$ cat src/rtl/uni_shift_ctrl.sv
// Command sequencer for a 4-mode universal shift register: load a word, shift it
// N places left or right (fill or rotate), then pulse done.
module uni_shift_ctrl #(
  parameter int unsigned WIDTH = 4,
  parameter int unsigned CNT_W = 3
) (
  input  logic             clk,
  input  logic             clear,
  input  logic             start,
  input  logic             cmd_dir,
  input  logic             cmd_rot,
  input  logic             cmd_fill,
  input  logic [CNT_W-1:0] cmd_count,
  input  logic [WIDTH-1:0] cmd_data,
  input  logic [WIDTH-1:0] sr_out,
  output logic [1:0]       sr_select,
  output logic [WIDTH-1:0] sr_in,
  output logic             sr_sin_right,
  output logic             sr_sin_left,
  output logic             busy,
  output logic             done,
  output logic [CNT_W-1:0] remaining
);

  typedef enum logic [1:0] {
    S_IDLE  = 2'd0,
    S_LOAD  = 2'd1,
    S_SHIFT = 2'd2,
    S_DONE  = 2'd3
  } state_t;

  localparam logic [1:0] SEL_HOLD  = 2'b00;
  localparam logic [1:0] SEL_RIGHT = 2'b01;
  localparam logic [1:0] SEL_LEFT  = 2'b10;
  localparam logic [1:0] SEL_LOAD  = 2'b11;

  localparam logic [WIDTH-1:0] LSB_MASK = WIDTH'(1);
  localparam logic [WIDTH-1:0] MSB_MASK = WIDTH'(1) << (WIDTH - 1);
  localparam logic [CNT_W-1:0] CNT_ONE  = CNT_W'(1);

  state_t           state_q, state_d;
  logic [1:0]       sel_d;
  logic [WIDTH-1:0] in_d;
  logic             busy_d, done_d;
  logic [CNT_W-1:0] rem_d;
  logic             dir_q, dir_d;
  logic             rot_q, rot_d;
  logic             fill_q, fill_d;
  logic [1:0]       shift_sel;

  assign shift_sel = dir_q ? SEL_LEFT : SEL_RIGHT;

  // State and registered outputs
  always_ff @(posedge clk) begin
    if (clear) begin
      state_q   <= S_IDLE;
      sr_select <= SEL_HOLD;
      sr_in     <= '0;
      busy      <= 1'b0;
      done      <= 1'b0;
      remaining <= '0;
      dir_q     <= 1'b0;
      rot_q     <= 1'b0;
      fill_q    <= 1'b0;
    end else begin
      state_q   <= state_d;
      sr_select <= sel_d;
      sr_in     <= in_d;
      busy      <= busy_d;
      done      <= done_d;
      remaining <= rem_d;
      dir_q     <= dir_d;
      rot_q     <= rot_d;
      fill_q    <= fill_d;
    end
  end

  // Next state and next registered outputs
  always_comb begin
    state_d = state_q;
    sel_d   = SEL_HOLD;
    in_d    = sr_in;
    busy_d  = busy;
    done_d  = 1'b0;
    rem_d   = remaining;
    dir_d   = dir_q;
    rot_d   = rot_q;
    fill_d  = fill_q;

    case (state_q)
      S_IDLE: begin
        busy_d = 1'b0;
        rem_d  = '0;
        if (start) begin
          state_d = S_LOAD;
          sel_d   = SEL_LOAD;
          in_d    = cmd_data;
          busy_d  = 1'b1;
          rem_d   = cmd_count;
          dir_d   = cmd_dir;
          rot_d   = cmd_rot;
          fill_d  = cmd_fill;
        end
      end
      S_LOAD: begin
        busy_d = 1'b1;
        if (remaining != '0) begin
          state_d = S_SHIFT;
          sel_d   = shift_sel;
        end else begin
          state_d = S_DONE;
          done_d  = 1'b1;
        end
      end
      S_SHIFT: begin
        busy_d = 1'b1;
        rem_d  = remaining - CNT_ONE;
        if (remaining == CNT_ONE) begin
          state_d = S_DONE;
          done_d  = 1'b1;
        end else begin
          sel_d = shift_sel;
        end
      end
      S_DONE: begin
        state_d = S_IDLE;
        busy_d  = 1'b0;
        rem_d   = '0;
      end
      default: begin
        state_d = S_IDLE;
        busy_d  = 1'b0;
        rem_d   = '0;
      end
    endcase
  end

  // Serial inputs stay combinational so a rotate samples the register's current end bit
  always_comb begin
    sr_sin_right = fill_q;
    sr_sin_left  = fill_q;
    if (rot_q) begin
      sr_sin_right = (sr_out & LSB_MASK) != '0;
      sr_sin_left  = (sr_out & MSB_MASK) != '0;
    end
  end

endmodule

$ cat config.mk
export PLATFORM = sky130hd
export DESIGN_NAME = uni_shift_ctrl
export DESIGN_NICKNAME = d
export VERILOG_FILES = /design/src/rtl/uni_shift_ctrl.sv
export SDC_FILE = /design/constraint.sdc
export NUM_CORES = 1
export LEC_CHECK = 0
export BUFFER_PORTS_ARGS = -buffer_cell sky130_fd_sc_hd__buf_2
export CORE_UTILIZATION = 51
export DETAILED_ROUTE_END_ITERATION = 6
export PLACE_DENSITY = 0.82
export SYNTH_ARGS = -nofsm -noshare
export SYNTH_HDL_FRONTEND = slang
export SYNTH_SLANG_ARGS = --single-unit
$ cat constraint.sdc
create_clock -name clk -period 2.2 [get_ports clk]
set_input_delay 0 -clock clk [delete_from_list [all_inputs] [get_ports clk]]
set_output_delay 0 -clock clk [all_outputs]
set_load 0.02 [all_outputs]
==> impl_metrics.yaml, run 1 <==
status:
  outcome: "completed"
grt:
  grt_pass1_wl_um: 2960
  grtUsageTotal_pct: 22.4
  grt_pass1_vias: 739
  antenna_found_initial: 0
  grt_remaining_overflow: 0
  grt_max_degree: 17
die:
  core_um2: 1520
  die_y_um: 42.5
  dieWidth_um: 42.5
  num_rows: 14
  dieArea_um2: 1810
  initial_utilization_pct: 55.0
  io_pins: 30
setup_path:
  crit_path_end_kind: "register"
  cp.required_ps: 2400
  arrival_ps: 1840
  cp_max_fo: 9
  path_class: "register to register"
  start_kind: "register"
timing:
  fin_crit_ps: 1640
  setup_tns_ps: 0
  clock_skew_ps: 2.20
  slew_viol_final: 0
  worst_pin_slew_ps: 324
  final_hold_viol_count: 0
  maxSlewHeadroom_pct: 78.4
  max_freq_ghz: 0.609
  setup_viol: 0
  final.period_utilization_pct: 74.6
  layout_setup_ws_ps: 559
  rsz0062_at_grt: "no"
drt:
  viasPerCell: 5.47
  drcViolationCount: 0
  antenna_left: 0
  drt-total-wl_um: 1840
  drt-initial-drc-count: 11
  first_pass_iters: 4
  wl_per_cell_um: 12.6
  vias: 799
cells_and_area:
  mostFrequentLayoutCells: "27 x buf_2, 16 x dfxtp_1, 14 x nand2_1, 14 x a21oi_1, 9 x ha_1"
  final_area_um2: 1070
  ff_latch_area_um2: 320
  fill_cells: 124
  n_antenna_cell: 0
  drive_gt1_share_pct: 26.9
  final_common_cell: "buf_2"
  multi_input_area_um2: 469
  fin_cells: 146
  nets: 157
  synthToLayoutAreaGrowth_pct: 28.1
place:
  place.gp.congestion: 0.797
  post-place-ws_ps: 556
  dpl-instance-area_um2: 967
  port_buffers: 27
  dp_hpwl_um: 1170
  place_inst: 135
yosys:
  synth_area_um2: 838
  ys_async_sr_fraction_pct: 0
  synth_cell_types: 28
  syn_inst: 96
  synth_edf_count: 0
  yosys_register_bits: 16
  synth_flop_cell: "dfxtp_1"
  syn-num-nets: 122
  syn_avg_cell_area_um2: 8.73
  ys_seq_area_share_pct: 38.2
  yosys_warnings: 0
clocking:
  cts_buffer_depth: 2
  clk_latency_ps: 290
  cts.sinks: 16
  cts_buffers: 3
  ctsResizeCount: 0
  clk_pin_slew_ps: 100
  clock-root-buffer: "clkbuf_4"
  htreeDepth: 1
  cts_tree: "done"
power:
  p_total_mw: 1.24
  p_leak_nw: 0.508
  ir_worst_vdd_uv: 607
  powerDensity_nw_per_um2: 1160
run:
  max-cap-violations: 0
min_path:
  hold_class: "input pin to register"
[metal layers]
metal	routed length, um	vias up	global-route usage [%]
li1	-	395	-
met4	74	0	16.9
met2	929	26	38.8
met3	58	8	3.02
met1	771	370	24.3
met5	0	-	0
[worst max-delay path, cell delays in order (launching register included)]
cell and delay [ps]:
dfxtp_1 410, inv_1 120, ha_1 320, nor2b_4 170, a21oi_4 140, o21ai_1 80
a221oi_1 300
[repair_timing]
action,CTS,global route
setup buffers,0,0
hold endpoints to repair,7,0
hold buffers,7,0
setup endpoints to repair,0,0
[per-stage QoR]
step / utilization [%] / hold slack (ps)
after floorplan: - / 147
after global placement: 63.5 / 254
after detailed placement: 63.5 / 262
after CTS: 70.4 / 52.2
after global routing: 70.4 / 67.1
final: 70.4 / 45.4
[worst paths after layout]
| kind | cells past startpoint | from | slack (ps) | to |
|---|---|---|---|---|
| setup / recovery | 6 | state_q[0]$_SDFFE_PP0P_ | 560 | state_q[0]$_SDFFE_PP0P_ |
| hold / removal | 2 | clear | 50 | remaining[2]$_SDFFE_PP0P_ |
| setup reg to reg | 6 | state_q[0]$_SDFFE_PP0P_ | 560 | state_q[0]$_SDFFE_PP0P_ |
| hold reg to reg | 2 | sr_in[3]$_SDFFE_PP0P_ | 470 | sr_in[3]$_SDFFE_PP0P_ |
[flip-flops by register name, summed over array words and instances (netlist names)]
signal,count
busy,1
dir_q,1
done,1
fill_q,1
remaining,3
rot_q,1
sr_in,4
sr_select,2
state_q,2
[report_power, final]
group          leakage (nW)  internal [mW]  total (mW)  switching [mW]
clock                0.0210          0.101       0.203           0.102
combinational         0.355          0.250       0.613           0.363
sequential            0.132          0.371       0.424          0.0532
[cell usage after synthesis (all sizes together) (2+ instances only)]
cell	n	area share, %
dfxtp	16	38
a21oi	15	10
nand2	14	6.3
ha	9	13
nand3	7	4.2
inv	6	2.7
nor2	4	1.8
nand2b	3	2.2
a211oi	2	1.8
buf	2	2.2
clkbuf	2	0.90
mux2i	2	2.4
nor2b	2	2.4
o21a	2	1.8
o21ai	2	1.2
[final cells by class]
class,count,share of cell area (%)
inverters,6,2.10
multi-input cells,70,43.7
repair buffers,34,19.1
flip-flops and latches,16,29.8
clock buffers,4,3.38
well taps,16,1.86
[cell families after synthesis]
kind of cell               synth area share [%]
DFF                                        38.2
AOI/OAI and AO/OA                          20.9
adders and majority gates                  13.4
and+or+nand+nor                            19.3
muxes                                      2.39
buffers and inverters                      5.82
Power figures use the tool's default switching activity.
==> run 2: changes to the inputs <==
--- a/config.mk
+++ b/config.mk
@@ -6,9 +6,9 @@
 export NUM_CORES = 1
 export LEC_CHECK = 0
 export BUFFER_PORTS_ARGS = -buffer_cell sky130_fd_sc_hd__buf_2
-export CORE_UTILIZATION = 51
+export CORE_UTILIZATION = 43
 export DETAILED_ROUTE_END_ITERATION = 6
-export PLACE_DENSITY = 0.82
+export PLACE_DENSITY = 0.73
 export SYNTH_ARGS = -nofsm -noshare
 export SYNTH_HDL_FRONTEND = slang
 export SYNTH_SLANG_ARGS = --single-unit
==> constraint.sdc (replaced) <==
create_clock -name clk -period 1.37 [get_ports clk]
set_input_delay 0 -clock clk [delete_from_list [all_inputs] [get_ports clk]]
set_output_delay 0 -clock clk [all_outputs]
set_load 0.02 [all_outputs]
==> impl_metrics.yaml, run 2 (synthesis results as in run 1) <==
status:
  outcome: "completed"
clocking:
  clock-root-buffer: "clkbuf_4"
  clk_latency_ps: 290
  cts_tree: "done"
  htreeDepth: 1
  cts_buffers: 3
  cts.sinks: 16
  cts_buffer_depth: 2
  clk_pin_slew_ps: 100
timing:
  final_hold_viol_count: 0
  rsz0062_at_grt: "yes"
  fin_crit_ps: 1320
  slew_viol_final: 0
  layout_setup_ws_ps: 49.7
  setup_tns_ps: 0
  max_freq_ghz: 0.757
  maxSlewHeadroom_pct: 81.0
  final.period_utilization_pct: 96.4
  worst_pin_slew_ps: 284
  timing.hold.ws_ps: 51.8
  clock_skew_ps: 1.75
  setup_viol: 0
setup_path:
  path_class: "register to register"
  arrival_ps: 1500
  cp.required_ps: 1550
  cp_max_fo: 5
  start_kind: "register"
  crit_path_end_kind: "register"
die:
  die_y_um: 46.2
  initial_utilization_pct: 47.0
  dieWidth_um: 46.2
  dieArea_um2: 2130
  io_pins: 30
  core_um2: 1780
  num_rows: 15
grt:
  grt_remaining_overflow: 0
  grt_pass1_wl_um: 2750
  grt_pass1_vias: 651
  grtUsageTotal_pct: 17.6
  grt_max_degree: 17
  antenna_found_initial: 0
power:
  powerDensity_nw_per_um2: 1840
  intPower_mw: 1.27
  p_sw_uw: 888
  p_seq_share_pct: 33.0
  p_total_mw: 2.16
  p_leak_nw: 0.529
  p_comb_share_pct: 52.0
  clockPowerShare_pct: 14.9
  p_sw_share_pct: 41.2
  ir_worst_vdd_uv: 979
place:
  place.gp.congestion: 0.738
  dpl-instance-area_um2: 1000
  port_buffers: 27
  dp_hpwl_um: 1190
  post-place-ws_ps: 20.7
cells_and_area:
  nets: 161
  reg_top3: "sr_in: 4 flops, remaining: 3 flops"
  synthToLayoutAreaGrowth_pct: 39.6
  final_common_cell: "buf_2"
  final_area_um2: 1170
  ff_latch_area_um2: 330
  largest_register: "sr_in"
  drive_gt1_share_pct: 38.8
  fill_cells: 144
  largest_reg_flops: 4
  multi_input_area_um2: 509
  n_antenna_cell: 0
  mostFrequentLayoutCells: "27 x buf_2, 14 x a21oi_1, 13 x nand2_1, 12 x dfxtp_1"
drt:
  wl_per_cell_um: 11.3
  viasPerCell: 4.88
  vias: 776
  drt-total-wl_um: 1790
  antenna_left: 0
  first_pass_iters: 2
  drt-initial-drc-count: 8
  drcViolationCount: 0
min_path:
  hold_class: "input pin to register"
run:
  max-cap-violations: 0
[run 2: changes by cell type in the layout (fill, tap and decap cells not counted), sizes merged]
cell  delta
buf      +4
[run 2: worst max-delay path, stage by stage (launching register included)]
cell and delay [ps]:
dfxtp_4 400, ha_2 210, and2b_1 220, a32oi_1 180, a2bb2oi_1 170, nor2_1 50
[run 2: power groups by stage]
| stage | Sequential, mW | Clock (mW) | Combinational, mW |
|---|---|---|---|
| finish | 0.712 | 0.322 | 1.12 |
| global route | 0.729 | 0.355 | 1.24 |
| CTS | 0.685 | 0.328 | 1.02 |
| detailed placement | 0.695 | 0 | 1.01 |
| global placement | 0.690 | 0 | 0.986 |
| floorplan | 0.810 | 0 | 0.644 |
[run 2: cell type report]
cell class	instances	area share, %
clock buffer	4	3.10
sequential	16	28.2
inverter	6	2.35
tap	25	2.67
multi-input combinational	70	43.5
timing repair buffer	38	20.1
[run 2: metrics by stage]
| stage | instances | utilization (%) |
|---|---|---|
| 2_1_floorplan | 96 | - |
| 5_1_grt | 159 | 65.6 |
| 4_1_cts | 158 | 62.3 |
| 3_5_place_dp | 147 | 56.4 |
| 6_report | 159 | 65.6 |
| 3_3_place_gp | 147 | 56.4 |
[run 2: path summary, 6_finish.rpt]
| path | startpoint | to | slack [ps] | cells past startpoint |
|---|---|---|---|---|
| setup reg to reg | state_q[1]$_SDFFE_PP0P_ | remaining[2]$_SDFFE_PP0P_ | 50 | 5 |
| hold / removal | clear | remaining[2]$_SDFFE_PP0P_ | 50 | 2 |
| hold reg to reg | sr_in[2]$_SDFFE_PP0P_ | sr_in[2]$_SDFFE_PP0P_ | 460 | 2 |
| setup / recovery | state_q[1]$_SDFFE_PP0P_ | remaining[2]$_SDFFE_PP0P_ | 50 | 5 |
[run 2: timing repair]
| item | in CTS | in global routing |
|---|---|---|
| buffers inserted | 0 | 1 |
| hold buffers | 7 | 0 |
| hold endpoints to repair | 7 | 0 |
| endpoints found under the setup margin | 0 | 14 |
| gates resized for setup | 0 | 15 |
[run 2: routing by layer]
layer / vias up / share of wire, % / global-route usage [%]
met2: 14 / 47 / 26.5
met1: 356 / 50 / 25.7
met4: 0 / 1.1 / 3.53
met3: 2 / 2.3 / 3.53
li1: 404 / - / -
met5: - / 0 / 0
==> run 3: changes to the inputs <==
--- a/config.mk
+++ b/config.mk
@@ -6,9 +6,12 @@
 export NUM_CORES = 1
 export LEC_CHECK = 0
 export BUFFER_PORTS_ARGS = -buffer_cell sky130_fd_sc_hd__buf_2
-export CORE_UTILIZATION = 43
+export CELL_PAD_IN_SITES_DETAIL_PLACEMENT = 1
+export CELL_PAD_IN_SITES_GLOBAL_PLACEMENT = 1
+export CORE_UTILIZATION = 31
 export DETAILED_ROUTE_END_ITERATION = 6
-export PLACE_DENSITY = 0.73
+export PLACE_DENSITY_LB_ADDON = 0.1
 export SYNTH_ARGS = -nofsm -noshare
 export SYNTH_HDL_FRONTEND = slang
 export SYNTH_SLANG_ARGS = --single-unit
+export TNS_END_PERCENT = 100
==> constraint.sdc (replaced) <==
create_clock -name clk -period 1.37 [get_ports clk]
set_input_delay 0 -clock clk [delete_from_list [all_inputs] [get_ports clk]]
set_output_delay 0 -clock clk [all_outputs]
set_load 0.05 [all_outputs]
==> impl_metrics.yaml, run 3 (synthesis results as in run 1) <==
status:
  outcome: "completed"
drt:
  wl_per_cell_um: 12.4
  viasPerCell: 4.76
  antenna_left: 0
  m1WireLength_um: 991
  drt-total-wl_um: 2070
  drt-initial-drc-count: 9
  vias: 795
  drcViolationCount: 0
  met3_length_um: 60
  wl_met2_um: 1010
  first_pass_iters: 4
  top_layer_used: "met4"
grt:
  grt_max_degree: 17
  grt_pass1_wl_um: 3270
  grt_pass1_vias: 760
  grtUsageTotal_pct: 15.8
  antenna_found_initial: 0
  grt_remaining_overflow: 0
cells_and_area:
  fill_cells: 311
  multi_input_area_um2: 537
  reg_top3: "sr_in: 4 flops, remaining: 3 flops"
  fin_cells: 167
  mostFrequentLayoutCells: "27 x buf_2, 14 x nand2_1, 14 x a21oi_1, 12 x dfxtp_1"
  largest_register: "sr_in"
  drive_gt1_share_pct: 43.1
  n_antenna_cell: 0
  synthToLayoutAreaGrowth_pct: 46.6
  final_common_cell: "buf_2"
  ff_latch_area_um2: 333
  largest_reg_flops: 4
  nets: 164
timing:
  worst_pin_slew_ps: 353
  fin_crit_ps: 1350
  slew_viol_final: 0
  timing.hold.ws_ps: 75.9
  final.period_utilization_pct: 98.7
  maxSlewHeadroom_pct: 76.4
  max_freq_ghz: 0.740
  clock_skew_ps: 3.84
  setup_tns_ps: 0
  final_hold_viol_count: 0
  rsz0062_at_grt: "yes"
  setup_viol: 0
die:
  core_um2: 2520
  dieArea_um2: 2920
  num_rows: 18
  io_pins: 30
  die_y_um: 54
  initial_utilization_pct: 33.2
  dieWidth_um: 54
clocking:
  clk_latency_ps: 280
  cts_buffer_depth: 2
  clk_pin_slew_ps: 100
  cts_buffers: 3
  cts_tree: "done"
  clock-root-buffer: "clkbuf_4"
  cts.sinks: 16
  htreeDepth: 1
min_path:
  hold_class: "input pin to register"
  min_delay_path_depth: 4
power:
  p_leak_nw: 0.549
  ir_worst_vdd_uv: 982
  powerDensity_nw_per_um2: 2050
  p_total_mw: 2.52
place:
  port_buffers: 27
  place_inst: 153
  place.gp.congestion: 0.816
  dp_hpwl_um: 1470
run:
  max-cap-violations: 0
setup_path:
  crit_path_end_kind: "register"
  reg2reg_depth: 6
  cp_max_fo: 5
  cp.required_ps: 1560
  path_class: "register to register"
  arrival_ps: 1540
  start_kind: "register"
==> run 3: cell type report <==
class | count | share of cell area [%]
Multi-Input combinational cell | 70 | 43.7
Sequential cell | 16 | 27.1
Clock buffer | 4 | 2.95
Inverter | 6 | 2.24
Timing Repair Buffer | 41 | 21.0
Tap cell | 30 | 3.05
==> run 3: worst max-delay path, stage by stage, from the launching register on <==
cell and delay (ps):
dfxtp_4 400, inv_4 60, ha_4 150, nor2b_4 130, a21oi_4 150, o21ai_2 80, a221oi_2 280
==> run 3: where the power goes <==
| group | switching [mW] | total (mW) | internal, mW |
|---|---|---|---|
| clock | 0.151 | 0.312 | 0.162 |
| combinational | 0.926 | 1.48 | 0.559 |
| sequential | 0.107 | 0.724 | 0.617 |
| total | 1.18 | 2.52 | 1.34 |
==> run 3: layer usage <==
layer  vias to the layer above  GRT usage, %
met3                         2          2.54
met4                         0          6.41
met5                         -             0
li1                        411             -
met1                       365          19.8
met2                        17          26.7
==> run 3: per-stage QoR <==
stage | utilization, % | area, um^2 | setup WS, ps
after floorplan | - | 846 | 4.38
after global placement | 40.5 | 1020 | 4.54
after detailed placement | 40.5 | 1020 | -66.2
after CTS | 45.7 | 1150 | 2.44
after global routing | 48.7 | 1230 | -34.7
final | 48.7 | 1230 | 18.3
==> run 3: timing repair <==
action                                 CTS  global route
pin swaps                                0             3
endpoints found under the hold margin    7             0
hold buffers                             7             0
setup buffers                            1             2
setup endpoints to repair                4             5
gates resized for setup                  5            13
==> run 3: final timing paths <==
kind,start,end,slack (ps)
worst min register to register,sr_in[0]$_SDFFE_PP0P_,sr_in[0]$_SDFFE_PP0P_,460
worst min-delay path,cmd_count[0],remaining[0]$_SDFFE_PP0P_,80
worst max-delay path,state_q[1]$_SDFFE_PP0P_,state_q[0]$_SDFFE_PP0P_,20
worst max register to register,state_q[1]$_SDFFE_PP0P_,state_q[0]$_SDFFE_PP0P_,20
